<file path="src/rtl/npc_pkg.sv">
// Shared next-PC definitions for the F stage, CP0 and the hazard unit.
package npc_pkg;

    typedef enum logic [3:0] {
        NPC_SEQ  = 4'd0,
        NPC_BEQ  = 4'd1,
        NPC_BNE  = 4'd2,
        NPC_BLEZ = 4'd3,
        NPC_BGTZ = 4'd4,
        NPC_BLTZ = 4'd5,
        NPC_BGEZ = 4'd6,
        NPC_J    = 4'd7,
        NPC_JR   = 4'd8
    } npc_op_e;

    localparam logic [31:0] NPC_RESET_PC = 32'h0000_3000;
    localparam logic [31:0] NPC_EXC_PC   = 32'h0000_4180;

endpackage

</file>
<file path="src/rtl/npc_fetch_ctrl_branch_cmp.sv">
// Conditional-branch resolver: signed compares of the forwarded D-stage operands.
module branch_cmp
    import npc_pkg::*;
(
    input  logic [3:0]  npc_op,
    input  logic [31:0] rs_data,
    input  logic [31:0] rt_data,
    output logic        taken
);

    logic signed [31:0] rs_s;

    assign rs_s = rs_data;

    always_comb begin
        taken = 1'b0;
        case (npc_op_e'(npc_op))
            NPC_BEQ:  taken = (rs_data == rt_data);
            NPC_BNE:  taken = (rs_data != rt_data);
            NPC_BLEZ: taken = (rs_s <= 32'sd0);
            NPC_BGTZ: taken = (rs_s >  32'sd0);
            NPC_BLTZ: taken = (rs_s <  32'sd0);
            NPC_BGEZ: taken = (rs_s >= 32'sd0);
            default:  taken = 1'b0;
        endcase
    end

endmodule

</file>
<file path="src/rtl/npc_fetch_ctrl.sv">
// F-stage PC register and instruction-fetch request controller with a
// one-entry buffer for exception/eret redirects that arrive mid-request.
module npc_fetch_ctrl
    import npc_pkg::*;
#(
    parameter logic [31:0] RESET_PC = NPC_RESET_PC,
    parameter logic [31:0] EXC_PC   = NPC_EXC_PC,
    parameter logic [31:0] IMEM_LO  = 32'h0000_3000,
    parameter logic [31:0] IMEM_HI  = 32'h0000_6FFC
) (
    input  logic        clk,
    input  logic        reset_n,
    input  logic        stall,
    input  logic [3:0]  npc_op,
    input  logic [31:0] pc_D,
    input  logic [31:0] rs_data_D,
    input  logic [31:0] rt_data_D,
    input  logic [15:0] imm_D,
    input  logic [25:0] j_address_D,
    input  logic        exc_req,
    input  logic        eret_req,
    input  logic [31:0] epc,
    output logic        imem_req,
    output logic [31:0] imem_addr,
    input  logic        imem_gnt,
    output logic [31:0] pc_F,
    output logic        adel_F,
    output logic        fetch_busy
);

    logic        pend_v;
    logic [31:0] pend_pc;
    logic        taken;
    logic        adv;
    logic [31:0] br_target;
    logic [31:0] j_target;
    logic [31:0] npc_res;
    logic [31:0] redir_pc;

    branch_cmp u_branch_cmp (
        .npc_op  (npc_op),
        .rs_data (rs_data_D),
        .rt_data (rt_data_D),
        .taken   (taken)
    );

    assign adel_F     = (pc_F[1:0] != 2'b00) | (pc_F < IMEM_LO) | (pc_F > IMEM_HI);
    assign imem_req   = reset_n & ~adel_F;
    assign imem_addr  = pc_F;
    assign fetch_busy = imem_req & ~imem_gnt;
    // An illegal PC is never issued, so it must not block redirects.
    assign adv        = adel_F | (imem_req & imem_gnt);

    always_comb begin
        br_target = pc_D + 32'd4 + {{14{imm_D[15]}}, imm_D, 2'b00};
        j_target  = {pc_D[31:28], j_address_D, 2'b00};
        npc_res   = pc_F + 32'd4;
        case (npc_op_e'(npc_op))
            NPC_J:   npc_res = j_target;
            NPC_JR:  npc_res = rs_data_D;
            default: if (taken) npc_res = br_target;
        endcase
        redir_pc = exc_req ? EXC_PC : epc;
    end

    always_ff @(posedge clk) begin
        if (!reset_n) begin
            pc_F    <= RESET_PC;
            pend_v  <= 1'b0;
            pend_pc <= '0;
        end else if (exc_req | eret_req) begin
            if (adv) begin
                pc_F <= redir_pc;
            end else begin
                pend_v  <= 1'b1;
                pend_pc <= redir_pc;
            end
        end else if (pend_v) begin
            if (adv) begin
                pc_F   <= pend_pc;
                pend_v <= 1'b0;
            end
        end else if (!(stall | fetch_busy)) begin
            pc_F <= npc_res;
        end
    end

endmodule

</file>
<file path="config.mk">
export PLATFORM = sky130hd
export DESIGN_NAME = npc_fetch_ctrl
export DESIGN_NICKNAME = d
export VERILOG_FILES = /design/src/rtl/npc_pkg.sv /design/src/rtl/npc_fetch_ctrl_branch_cmp.sv /design/src/rtl/npc_fetch_ctrl.sv
export SDC_FILE = /design/constraint.sdc
export NUM_CORES = 1
export LEC_CHECK = 0
export ABC_AREA = 1
export CORE_ASPECT_RATIO = 0.5
export CORE_MARGIN = 2
export CORE_UTILIZATION = 49
export DETAILED_ROUTE_END_ITERATION = 8
export GPL_ROUTABILITY_DRIVEN = 0
export HOLD_SLACK_MARGIN = 0.15
export PLACE_DENSITY = 0.83
export SKIP_CTS_REPAIR_TIMING = 1
export SYNTH_ARGS = -nofsm -noshare
export SYNTH_HDL_FRONTEND = slang
export SYNTH_HIERARCHICAL = 1
export SYNTH_SLANG_ARGS = --single-unit
</file>
<file path="constraint.sdc">
create_clock -name clk -period 4 [get_ports clk]
set_clock_uncertainty 0.15 [all_clocks]
set_input_delay 1 -clock clk [delete_from_list [all_inputs] [get_ports clk]]
set_output_delay 1 -clock clk [all_outputs]
set_load 0.1 [all_outputs]
</file>
==> results.md <==
- Max Fclk: 0.268 GHz
- Synthesized area: 8220 um^2
- Layout cells sized above 1: 6.81%
- WHS Path Cells: 2
- Leakage: 5.29 nW
- RSZ-0062 raised after global routing: no
- Layout Nets: 1922
- Largest net degree at the start of global routing: 33
- Critical path data required time: 4.13 ns
- Die area: 17900 um^2
- #FFs+latches synth: 65
- Tot Pwr: 0.00322 W
- Post-synth top flop: dfxtp_1
- Commonest non-fill, non-tap cells in the layout: 506 x nand2_1, 201 x nor2_1, 190 x clkdlybuf4s50_1
- Core area: 16400 um^2
- DRC errors left: 0
- WL/cell: 16.8 um
- I/O pin cnt: 247
- Clk slew on worst S/H paths: 0.06 ns
- Initial drt markers: 1545
- Number of enable flip-flop cells after synthesis: 0
- Clock Tree Buf Depth: 2
- Max-cap viol count: 0
- Clock root cell: clkbuf_16
- Die Y: 95.6 um
- Area grow syn2layout: 32.3%
- Synth unique cells: 42
- Cell Rows: 33
- Worst Setup End Kind: flip-flop
- CTS tree: yes
- Worst R2R Setup Slack: 1.09 ns
- Fillers: 1506
- ANT cells: 0
- Inserted Clock Buffers: 9
- Hold Crit Class: flip-flop to flip-flop
- Tmin final: 3.73 ns
- Average size of a mapped cell: 5.54 um^2
- Async set or reset register ratio after synthesis: 0%
- Post-Route Setup TNS: 0 ns
- Worst Max-Slew Pin Slew: 0.994 ns
- Final Max Slew Viols: 0
- Net count after synthesis: 1722
- Reg2reg path depth: 5
- Die W: 187 um
- Via-per-instance ratio: 5.59
- Total GRT Usage: 34.9%
- Clock sinks: 65
- Pwr dens: 296 nW/um^2
- First-pass GRT wire length: 49400 um
- Placed Area: 10600 um^2
- H-tree depth: 3
- Syn. warnings: 6
- Status: finished, final reports clean
- Endpoints failing setup: 0
- # port buffers: 246
- Worst-path maximum fanout: 5
- Fin area: 10900 um^2
- Critical Path AT: 3.86 ns
- Final period util: 93.4%
- Clk Latency, worst-skew pair: 0.34 ns
- Post-route ant nets: 0
- VDD IR-drop max: 0.205 mV
- Crit path launch type: primary input
- Most common cell after layout, fill and taps aside: nand2_1
- Grt total ovfl: 0
- Max transition margin: 33.6%
- Via count: 10700
- Final WL: 32100 um
- Vias in the first global route: 9735
- HPWL Detailed: 25500 um
- Post-synthesis sequential area ratio: 15.8%
- Syn Inst Count: 1483
- Initial DRT Pass Iterations: 6
- Antenna violations before repair: 0
- Initial core utilization: 50.2%
- Critical path class: primary input to flip-flop
- Final Hold Viols: 0
-- power breakdown --
group | internal (W) | total (W) | switching, W
Combinational | 0.000537 | 0.00167 | 0.00113
Clock | 0.000431 | 0.000774 | 0.000344
Sequential | 0.000682 | 0.000774 | 0.0000912
Total | 0.00165 | 0.00322 | 0.00157
-- kinds of logic after synthesis --
group	after synthesis	synth area share, %
buffers and inverters	262	14.0
XOR/XNOR	43	4.58
flip-flops	65	15.8
adder cells (fa/ha/maj)	59	9.07
AND/OR/NAND/NOR	858	42.8
AO/OA/AOI/OAI	196	13.7
-- flip-flops by register name, indices dropped and copies added, names as in the netlist --
register and cells:
imem_addr 32, pend_pc 32, pend_v 1
-- synth_stat cells, types with 5 or more instances --
library cell	count	area, um^2
o21ai_0	54	270
nand2_2	5	31.3
clkinv_1	5	18.8
buf_4	33	248
ha_1	58	726
a21oi_1	96	480
nand3b_1	12	90.1
o211ai_1	7	52.6
nor2_1	202	758
a21o_1	5	37.5
xor2_1	13	114
nand3_1	71	355
dfxtp_1	65	1300
inv_1	175	657
nor3_1	23	115
buf_2	12	60.1
clkbuf_1	32	120
a221oi_1	23	201
xnor2_1	30	263
nand4_1	21	131
nand2_1	506	1900
-- critical path: stages --
cell             delay (ns)
clkdlybuf4s50_1        0.40
ha_1                   0.29
ha_1                   0.24
fa_1                   0.44
nand3_1                0.12
nand3_1                0.16
nand2_1                0.10
nand2_1                0.12
nand2_1                0.11
nand3_1                0.07
nand3_1                0.09
nand3_1                0.18
a21oi_1                0.27
o21ai_0                0.12
a21oi_1                0.15
-- per-stage QoR --
step                hold WS (ns)  instances  setup slack, ns  utilization (%)
floorplan                  0.286       1483            0.111                -
global placement           0.296       1899           0.0909             64.6
detailed placement         0.302       1899          0.00376             64.6
CTS                        0.312       1915            0.356             66.4
global route               0.335       1915           0.0166             66.4
finish                     0.312       1915            0.265             66.4
-- path summary, 6_finish.rpt --
kind / from / end
max: pc_D[3] / imem_addr[19]
min: pend_pc[19] / pend_pc[19]
max reg2reg: pend_v / imem_addr[7]
min reg2reg: pend_pc[19] / pend_pc[19]
-- metal layers --
layer	routed length (um)	up-vias	GRT usage, %
met2	13500	738	55.1
met1	12900	4748	45.1
met4	1060	0	11.4
met3	4700	110	11.8
met5	0	-	0
li1	-	5108	-
-- area by class of cell --
cell class                 count  area, um^2  share of cell area (%)
inverter                     183         694                    6.38
timing repair buffer         268        2540                    23.3
tap                          227         284                    2.61
clock buffer                   9         225                    2.07
clock inverter                 7        58.8                   0.541
sequential                    65        1300                    12.0
multi-input combinational   1156        5780                    53.1
Note: power is estimated with default switching activity, not from simulation.
